**src/rtl/uart_pkg.sv**
```systemverilog
// Shared UART definitions: state encodings, baud divisor helper and data-width limits.
// Used by both the transmitter and the receiver.
package uart_pkg;

  typedef enum logic [2:0] {
    ST_IDLE   = 3'b000,
    ST_START  = 3'b001,
    ST_DATA   = 3'b010,
    ST_PARITY = 3'b011,
    ST_STOP   = 3'b100
  } uart_state_e;

  localparam int DATA_SIZE_MIN = 5;
  localparam int DATA_SIZE_MAX = 10;

  function automatic int calc_div(input int clk_freq, input int baud);
    return clk_freq / baud;
  endfunction

endpackage

```
**src/rtl/uart_tx_if.sv**
```systemverilog
// Host-side handshake and status bundle of the UART transmitter.
interface uart_tx_if #(
  parameter int DATA_SIZE = 8
);
  logic                 tx_valid;
  logic [DATA_SIZE-1:0] tx_data;
  logic                 tx_ready;
  logic                 tx;
  logic                 busy;
  logic                 done;

  modport master (output tx_valid, tx_data, input tx_ready, tx, busy, done);
  modport slave  (input tx_valid, tx_data, output tx_ready, tx, busy, done);
endinterface

```
**src/rtl/uart_baud_gen.sv**
```systemverilog
// Bit-period counter: counts 0..DIV-1, restarts to 0 while i_restart is high,
// and flags the last clock of each bit period on o_tick.
module uart_baud_gen #(
  parameter int DIV = 5
) (
  input  logic clk,
  input  logic reset,
  input  logic i_restart,
  output logic o_tick
);

  localparam int CNT_W = $clog2(DIV);
  localparam logic [CNT_W-1:0] LAST = CNT_W'(DIV - 1);

  logic [CNT_W-1:0] r_cnt;

  always_ff @(posedge clk) begin
    if (!reset) begin
      r_cnt <= '0;
    end else if (i_restart || (r_cnt == LAST)) begin
      r_cnt <= '0;
    end else begin
      r_cnt <= r_cnt + 1'b1;
    end
  end

  assign o_tick = (r_cnt == LAST) && !i_restart;

endmodule

```
**src/rtl/uart_tx.sv**
```systemverilog
// UART transmitter: start bit, DATA_SIZE data bits LSB first, optional parity, STOP_BITS stop bits.
// Define UART_TX_PARITY_EN to add the parity bit (even or odd per PARITY_ODD).
module uart_tx
  import uart_pkg::*;
#(
  parameter int CLK_FREQ   = 10000,
  parameter int BAUD_RATE  = 2000,
  parameter int DATA_SIZE  = 8,
  parameter int STOP_BITS  = 1,
  parameter int PARITY_ODD = 0
) (
  input  logic      clk,
  input  logic      reset,
  uart_tx_if.slave  bus
);

  localparam int DIV = calc_div(CLK_FREQ, BAUD_RATE);
  localparam logic [3:0] LAST_BIT  = 4'(DATA_SIZE - 1);
  localparam logic       LAST_STOP = 1'(STOP_BITS - 1);

  generate
    if (DATA_SIZE < DATA_SIZE_MIN || DATA_SIZE > DATA_SIZE_MAX) begin : g_bad_size
      $error("uart_tx: DATA_SIZE out of range");
    end
    if (DIV < 2) begin : g_bad_div
      $error("uart_tx: CLK_FREQ/BAUD_RATE must be at least 2");
    end
    if (STOP_BITS < 1 || STOP_BITS > 2) begin : g_bad_stop
      $error("uart_tx: STOP_BITS must be 1 or 2");
    end
    if (PARITY_ODD < 0 || PARITY_ODD > 1) begin : g_bad_par
      $error("uart_tx: PARITY_ODD must be 0 or 1");
    end
  endgenerate

  uart_state_e          r_state;
  logic [DATA_SIZE-1:0] r_shift;
  logic [3:0]           r_bit_cnt;
  logic                 r_stop_cnt;
  logic                 r_tx;
  logic                 r_ready;
  logic                 r_busy;
  logic                 r_done;
  logic                 w_tick;
  logic                 w_restart;
`ifdef UART_TX_PARITY_EN
  localparam logic PODD_BIT = 1'(PARITY_ODD);
  logic r_parity;
`endif

  // The bit timer is held at zero while idle, so every frame starts on a fresh bit period.
  assign w_restart = (r_state == ST_IDLE);

  uart_baud_gen #(.DIV(DIV)) u_baud (
    .clk       (clk),
    .reset     (reset),
    .i_restart (w_restart),
    .o_tick    (w_tick)
  );

  always_ff @(posedge clk) begin
    if (!reset) begin
      r_state    <= ST_IDLE;
      r_shift    <= '0;
      r_bit_cnt  <= 4'd0;
      r_stop_cnt <= 1'b0;
      r_tx       <= 1'b1;
      r_ready    <= 1'b1;
      r_busy     <= 1'b0;
      r_done     <= 1'b0;
`ifdef UART_TX_PARITY_EN
      r_parity   <= 1'b0;
`endif
    end else begin
      r_done <= 1'b0;
      case (r_state)
        ST_IDLE: begin
          if (bus.tx_valid && r_ready) begin
            r_shift    <= bus.tx_data;
            r_tx       <= 1'b0;
            r_state    <= ST_START;
            r_busy     <= 1'b1;
            r_ready    <= 1'b0;
            r_bit_cnt  <= 4'd0;
            r_stop_cnt <= 1'b0;
`ifdef UART_TX_PARITY_EN
            r_parity   <= (^bus.tx_data) ^ PODD_BIT;
`endif
          end else begin
            r_tx    <= 1'b1;
            r_ready <= 1'b1;
          end
        end
        ST_START: begin
          if (w_tick) begin
            r_tx    <= r_shift[0];
            r_shift <= {1'b0, r_shift[DATA_SIZE-1:1]};
            r_state <= ST_DATA;
          end
        end
        ST_DATA: begin
          if (w_tick) begin
            if (r_bit_cnt == LAST_BIT) begin
`ifdef UART_TX_PARITY_EN
              r_tx    <= r_parity;
              r_state <= ST_PARITY;
`else
              r_tx    <= 1'b1;
              r_state <= ST_STOP;
`endif
            end else begin
              r_tx      <= r_shift[0];
              r_shift   <= {1'b0, r_shift[DATA_SIZE-1:1]};
              r_bit_cnt <= r_bit_cnt + 4'd1;
            end
          end
        end
`ifdef UART_TX_PARITY_EN
        ST_PARITY: begin
          if (w_tick) begin
            r_tx    <= 1'b1;
            r_state <= ST_STOP;
          end
        end
`endif
        ST_STOP: begin
          if (w_tick) begin
            if (r_stop_cnt == LAST_STOP) begin
              r_done  <= 1'b1;
              r_state <= ST_IDLE;
              r_busy  <= 1'b0;
              r_ready <= 1'b1;
            end else begin
              r_stop_cnt <= r_stop_cnt + 1'b1;
            end
          end
        end
        default: begin
          r_state <= ST_IDLE;
          r_tx    <= 1'b1;
          r_ready <= 1'b1;
          r_busy  <= 1'b0;
        end
      endcase
    end
  end

  assign bus.tx       = r_tx;
  assign bus.tx_ready = r_ready;
  assign bus.busy     = r_busy;
  assign bus.done     = r_done;

endmodule

```
**src/flat_wrapper.sv**
```systemverilog
// flat-port wrapper written by rule: the top's interface ports become plain ports
module uart_tx_flat import uart_pkg::*;
#(
  parameter int CLK_FREQ   = 10000,
  parameter int BAUD_RATE  = 2000,
  parameter int DATA_SIZE  = 8,
  parameter int STOP_BITS  = 1,
  parameter int PARITY_ODD = 0
)
  (clk, reset, bus_tx_valid, bus_tx_data, bus_tx_ready, bus_tx, bus_busy, bus_done);
  uart_tx_if #(.DATA_SIZE(DATA_SIZE)) bus_i ();
  input  logic clk;
  input  logic reset;
  input wire logic [$bits(bus_i.tx_valid)-1:0] bus_tx_valid;
  input wire logic [$bits(bus_i.tx_data)-1:0] bus_tx_data;
  output wire logic [$bits(bus_i.tx_ready)-1:0] bus_tx_ready;
  output wire logic [$bits(bus_i.tx)-1:0] bus_tx;
  output wire logic [$bits(bus_i.busy)-1:0] bus_busy;
  output wire logic [$bits(bus_i.done)-1:0] bus_done;
  assign bus_i.tx_valid = bus_tx_valid;
  assign bus_i.tx_data = bus_tx_data;
  assign bus_tx_ready = bus_i.tx_ready;
  assign bus_tx = bus_i.tx;
  assign bus_busy = bus_i.busy;
  assign bus_done = bus_i.done;
  uart_tx #(.CLK_FREQ(CLK_FREQ), .BAUD_RATE(BAUD_RATE), .DATA_SIZE(DATA_SIZE), .STOP_BITS(STOP_BITS), .PARITY_ODD(PARITY_ODD)) u_core (.clk(clk), .reset(reset), .bus(bus_i));
endmodule
```
**config.mk**
```make
export PLATFORM = sky130hd
export DESIGN_NAME = uart_tx_flat
export DESIGN_NICKNAME = d
export VERILOG_FILES = /design/src/rtl/uart_pkg.sv /design/src/rtl/uart_tx_if.sv /design/src/rtl/uart_baud_gen.sv /design/src/rtl/uart_tx.sv /design/src/flat_wrapper.sv
export SDC_FILE = /design/constraint.sdc
export NUM_CORES = 1
export LEC_CHECK = 0
export ABC_AREA = 1
export CAP_MARGIN = 10
export CORE_MARGIN = 2
export CORE_UTILIZATION = 45
export DETAILED_ROUTE_END_ITERATION = 10
export PLACE_DENSITY = 0.71
export SYNTH_ARGS = -nofsm -noshare
export SYNTH_HDL_FRONTEND = slang
export SYNTH_SLANG_ARGS = --single-unit
```
**constraint.sdc**
```tcl
create_clock -name clk -period 2.3 [get_ports clk]
set_clock_uncertainty 0.15 [all_clocks]
set_input_delay 0.46 -clock clk [delete_from_list [all_inputs] [get_ports clk]]
set_output_delay 0.46 -clock clk [all_outputs]
set_load 0.005 [all_outputs]
```
==> impl_metrics.yaml, run 1 <==
drt:
  via_count: 1136
  route.detailed.drc: 0
  drt_pass1_iterations: 4
  dr.first_iter.drc_count: 22
  drt.antenna.violating_nets: 0
  drt_wl_total_um: 2400
  via_per_inst: 4.92
  wl_per_cell_um: 10.4
die:
  floorplan.die.height_um: 55.1
  floorplan.initialDensity_pct: 47.5
  die-area_um2: 3040
  std_cell_rows: 18
  die_x_um: 55.1
  total_i_o_pin_count: 15
  core_area_um2: 2480
global_route:
  grt_start_max_net_pins: 15
  grt_util_all_layers_pct: 19.0
  grt_antenna_before_repair: 0
  vias_in_the_first_global_route: 1022
  grt_pass1_wl_um: 4160
  global_route.overflow_total: 0
logic_synthesis:
  netlist_area_um2: 1180
  ys_ff_latch: 22
  synth_seq_area_share_pct: 37.4
  yosys.cell_types.count: 22
  ys_warn_count: 0
  syn-instance-count: 185
  postSynthAreaPerCell_um2: 6.36
  synthesis.nets: 199
timing:
  worst_slew_margin_rel_pct: 74.4
  report.final.slew_viol_count: 0
  grt_setup_unrepaired: "false"
  setup-tns-final_ns: 0
  final_critical_path_share_of_the_clock_period_pct: 78.8
  worst-slew-pin-transition_ns: 0.383
  fin_hold_ws_ns: 0.311
  max_clock_freq_ghz: 0.552
  timing.final.hold_violations: 0
  minimum_clock_period_ns: 1.81
  final-setup-viol-count: 0
  postLayoutSetupSlackWorst_ns: 0.487
critical_path:
  timing.critical_path.fanout_max: 4
  startpoint_type: "register"
  timing.critical_path.buf_inv: 1
  critPathMaxStageDelay_ns: 0.51
  worst-setup-path-type: "reg -> out"
  cp.required_ns: 1.69
  crit_arrival_ns: 1.20
  crit_path_top_delay_cell: "clkdlybuf4s50_1"
  path_delay_family: "buffers and inverters"
  end_kind: "primary output"
  path_cells: "clkdlybuf4s50_1"
cells_and_area:
  layout.nets: 216
  n_antenna_cell: 0
  drive_gt1_share_pct: 6.97
  synthToLayoutAreaGrowth_pct: 18.5
clock_network:
  hold_buffer_count_at_cts: 0
  clock-root-buffer: "clkbuf_4"
  cts_inserted_buffers: 3
  clk_pin_slew_worst_paths_ns: 0.12
  post_cts_repair_resize_count: 0
  maximum_level_of_the_cts_h_tree: 1
  numClockSinks: 22
  tritoncts: "built"
  cts_setup_buffers: 0
  clk_path_buf_depth: 2
  clock_insertion_delay_worst_skew_ns: 0.31
power_and_ir_drop:
  switching_share_of_power_pct: 43.1
  power.static_leakage_nw: 0.693
  seq_power_share_pct: 33.3
  power.share.combinational_pct: 49.5
  p_per_area_nw_per_um2: 1230
  p_total_mw: 1.72
  max_ir_drop_vdd_mv: 0.599
  switchingPower_mw: 0.739
  int_pwr_mw: 0.976
  share_clk_of_total_power_pct: 17.2
outcome:
  run_status: "complete, no violations"
hold_path:
  worst_hold_path_type: "reg -> reg"
placement:
  port_buffers: 14
  placement.setup.worst_slack_ns: 0.285
  hpwlAfterDp_um: 1860
  routabilityCongestion: 0.949
job:
  number_of_maximum_capacitance_violations: 0
[metrics by stage]
stage / util, % / instances / cell area, µm²
floorplan: - / 185 / 1180
global placement: 54.1 / 227 / 1340
detailed placement: 54.1 / 227 / 1340
CTS: 56.3 / 231 / 1390
global route: 56.3 / 231 / 1390
finish: 56.3 / 231 / 1390
[area by class of cell]
class                   count  area [µm²]
clock buffers               3        22.5
repair buffers             15         148
inverters                  23        86.3
multi-input cells         137         629
fillers                   247        1080
well taps                  30        37.5
flip-flops and latches     22         440
clock inverters             1        30.0
[placed cells by master, fill, tap and decap left out]
cell,Yosys,final
a21oi_1,7,7
ha_1,3,3
nand3_1,19,19
nand4_1,3,3
xnor2_1,1,1
nor2_4,1,1
clkdlybuf4s50_1,0,14
nand3b_1,2,2
bufinv_16,0,1
nor3_2,1,1
dfxtp_1,22,22
nor3_1,2,2
clkbuf_4,0,3
nand3_2,2,2
o21ai_1,1,1
inv_2,3,3
inv_1,20,20
buf_4,0,1
nand2_2,1,1
o21ai_0,1,1
nand2_1,62,62
nor2_1,30,30
nor2_2,1,1
[worst paths after layout]
path	start	to	slack, ns	depth (start not counted)
setup reg to reg	u_core.r_state[1]	u_core.r_shift[7]	0.53	9
setup / recovery	u_core.bus.tx_ready	bus_tx_ready	0.49	1
hold / removal	u_core.u_baud.r_cnt[0]	u_core.u_baud.r_cnt[0]	0.31	1
hold reg to reg	u_core.u_baud.r_cnt[0]	u_core.u_baud.r_cnt[0]	0.31	1
[per-layer routing]
| layer | global-route usage, % | wire [µm] | vias up |
|---|---|---|---|
| met4 | 8.54 | 40 | 0 |
| met5 | 0 | 0 | - |
| li1 | - | - | 607 |
| met2 | 34.5 | 1170 | 20 |
| met1 | 21.6 | 1140 | 504 |
| met3 | 3.23 | 54 | 5 |
[power by group through the flow]
| stage | registers, mW | logic [mW] | clock network [mW] |
|---|---|---|---|
| after detailed placement | 0.582 | 0.846 | 0 |
| after global placement | 0.576 | 0.827 | 0 |
| after global routing | 0.588 | 0.992 | 0.317 |
| after floorplan | 0.567 | 0.693 | 0 |
| after CTS | 0.573 | 0.853 | 0.305 |
| final | 0.572 | 0.848 | 0.295 |
[synthesized netlist by cell type]
cell,number,area [µm²]
nand2_1,62,233
nor2_1,30,113
dfxtp_1,22,440
inv_1,20,75.1
nand3_1,19,95.1
a21oi_1,7,35.0
ha_1,3,37.5
inv_2,3,11.3
nand4_1,3,18.8
nand3_2,2,20.0
nand3b_1,2,15.0
nor3_1,2,10.0
buf_2,1,5.00
buf_6,1,11.3
clkbuf_1,1,3.75
nand2_2,1,6.26
nor2_2,1,6.26
nor2_4,1,11.3
nor3_2,1,10.0
o21ai_0,1,5.00
o21ai_1,1,5.00
xnor2_1,1,8.76
[registers in the layout, indices dropped and copies added (netlist names)]
| signal | cells |
|---|---|
| u_core.r_state | 3 |
| u_core.bus.done | 1 |
| u_core.bus.tx_ready | 1 |
| u_core.bus.tx | 1 |
| u_core.r_shift | 8 |
| u_core.r_bit_cnt | 4 |
| u_core.u_baud.r_cnt | 3 |
| u_core.bus.busy | 1 |
[kinds of logic after synthesis]
logic type | after synthesis | synth area share (%)
fa+ha+maj | 3 | 3.19
simple gates | 124 | 45.7
xor+xnor | 1 | 0.745
buf+inv | 26 | 9.04
flops | 22 | 37.4
compound gates | 9 | 3.83
(Power assumes the default switching activity.)
==> run 2, diff against run 1 <==
- clock period: 2.3 -> 1.67 ns (I/O delays scaled with it)
==> run 2 against run 1 <==
Compared with the run above:
- die area unchanged
- core utilization up 7.2 points
- non-clock buffer count increased by 12
- first-iteration DRC count is 9.1% higher
- power increased by 61%
- flip-flop and latch count unchanged
- design area increased by 13%
- clock-buffer cell count unchanged
- final cell count up 5.2%
- largest cell class unchanged
- largest power group unchanged
==> impl_metrics.yaml, run 2 (synthesis results as in run 1) <==
die:
  floorplan.die.height_um: 55.1
  std_cell_rows: 18
  die_x_um: 55.1
  core_area_um2: 2480
  total_i_o_pin_count: 15
  floorplan.initialDensity_pct: 47.5
  die-area_um2: 3040
cells_and_area:
  drive_gt1_share_pct: 22.5
  layout_commonest_cell: "nand2_1"
  layout.nets: 228
  largest_register: "u_core.r_shift"
  n_antenna_cell: 0
  biggest_registers_after_layout: "u_core.r_shift (8), u_core.r_bit_cnt (4)"
  number_of_flip_flops_under_the_largest_register_name: 8
  final_cell_area_um2: 1570
  layout.cells.non_filler: 243
  final.fill_count: 219
  synthToLayoutAreaGrowth_pct: 33.7
  layout_common_cells: "nand2_1, nor2_1, inv_1"
clock_network:
  clk_pin_slew_worst_paths_ns: 0.13
  clock_insertion_delay_worst_skew_ns: 0.32
  tritoncts: "built"
  maximum_level_of_the_cts_h_tree: 1
  numClockSinks: 22
  clock-root-buffer: "clkbuf_4"
  cts_inserted_buffers: 3
  clk_path_buf_depth: 2
drt:
  via_count: 1204
  route.detailed.drc: 0
  dr.first_iter.drc_count: 24
  via_per_inst: 4.95
  drt_pass1_iterations: 4
  drt_wl_total_um: 2720
  drt.antenna.violating_nets: 0
  wl_per_cell_um: 11.2
timing:
  grt_setup_unrepaired: "true"
  timing.final.hold_violations: 0
  final-setup-viol-count: 0
  minimum_clock_period_ns: 1.62
  report.final.slew_viol_count: 0
  worst_slew_margin_rel_pct: 85.5
  max_clock_freq_ghz: 0.619
  worst-slew-pin-transition_ns: 0.217
  final_critical_path_share_of_the_clock_period_pct: 96.7
  setup-tns-final_ns: 0
hold_path:
  holdCritStartpoint: "u_core.u_baud.r_cnt[0]"
  worst_hold_path_type: "reg -> reg"
critical_path:
  end_kind: "primary output"
  path_depth: 1
  regToRegSetupSlack_ns: 0.10
  regToRegStartpoint: "u_core.u_baud.r_cnt[0]"
  regToRegEndpoint: "u_core.r_state[2]"
  cp.required_ns: 1.19
  startpoint_type: "register"
  path_delay_family: "buffers and inverters"
  critPathMaxStageDelay_ns: 0.49
  crit_arrival_ns: 1.13
  path_cells: "clkdlybuf4s50_1"
  timing.critical_path.fanout_max: 1
  worst-setup-path-type: "reg -> out"
  crit_path_start: "u_core.bus.done"
  crit_path_top_delay_cell: "clkdlybuf4s50_1"
  timing.critical_path.to: "bus_done"
  timing.critical_path.buf_inv: 1
  r2r_cells: 10
global_route:
  grt_antenna_before_repair: 0
  grt_util_all_layers_pct: 19.9
  vias_in_the_first_global_route: 1083
  grt_start_max_net_pins: 15
  grt_pass1_wl_um: 4290
  global_route.overflow_total: 0
power_and_ir_drop:
  power.static_leakage_nw: 0.786
  max_ir_drop_vdd_mv: 1.10
  p_per_area_nw_per_um2: 1750
placement:
  placed_cell_area_um2: 1380
  routabilityCongestion: 0.952
  hpwlAfterDp_um: 1990
  dpl.cell_count: 232
  port_buffers: 14
job:
  number_of_maximum_capacitance_violations: 0
outcome:
  run_status: "complete, no violations"
==> run 2: how the worst min path moves through the flow <==
| stage | end | slack, ns | cells past startpoint |
|---|---|---|---|
| final | u_core.u_baud.r_cnt[0] | 0.27 | 1 |
| after global routing | u_core.u_baud.r_cnt[0] | 0.29 | 1 |
| after CTS | u_core.u_baud.r_cnt[0] | 0.29 | 1 |
| after detailed placement | u_core.u_baud.r_cnt[0] | 0.30 | 1 |
| after global placement | u_core.u_baud.r_cnt[0] | 0.28 | 1 |
| after floorplan | u_core.u_baud.r_cnt[0] | 0.27 | 1 |
==> run 2: final cells by class <==
cell class / instances / area (µm²) / share of cell area, %
repair buffers: 27 / 258 / 16.4
multi-input cells: 137 / 687 / 43.7
flip-flops and latches: 22 / 452 / 28.7
clock inverters: 1 / 30.0 / 1.91
well taps: 30 / 37.5 / 2.39
inverters: 23 / 86.3 / 5.49
clock buffers: 3 / 22.5 / 1.43
==> run 2: stage by stage <==
step           util, %  power (mW)  setup slack (ns)  hold slack (ns)
5_1_grt           63.5        3.02           -0.0159            0.285
3_3_place_gp      55.7        1.99            -0.159            0.284
2_1_floorplan        -        1.73             0.161            0.267
3_5_place_dp      55.7        2.05            -0.229            0.297
4_1_cts           59.4        2.58           0.00149            0.285
6_report          63.5        2.76            0.0546            0.272
==> run 2: report_power, final <==
part           total [mW]  internal, mW  switching, mW  leakage (nW)
registers           0.801         0.692          0.109         0.183
logic                1.55         0.661          0.885         0.575
clock network       0.412         0.243          0.169        0.0279
total                2.76          1.60           1.16         0.786
==> run 2: repair_timing <==
action	in CTS	in global routing
setup endpoints to repair	12	18
resized for setup	3	27
hold endpoints to repair	0	0
pin swaps	2	6
setup buffers	3	4
hold buffers	0	0
cloned	0	0
==> run 2: per-layer routing <==
layer | up-vias | track usage [%] | routed length [µm]
li1 | 632 | - | -
met1 | 551 | 22.1 | 1170
met2 | 17 | 37.5 | 1430
met3 | 4 | 5.65 | 79
met4 | 0 | 3.66 | 33
met5 | - | 0 | 0
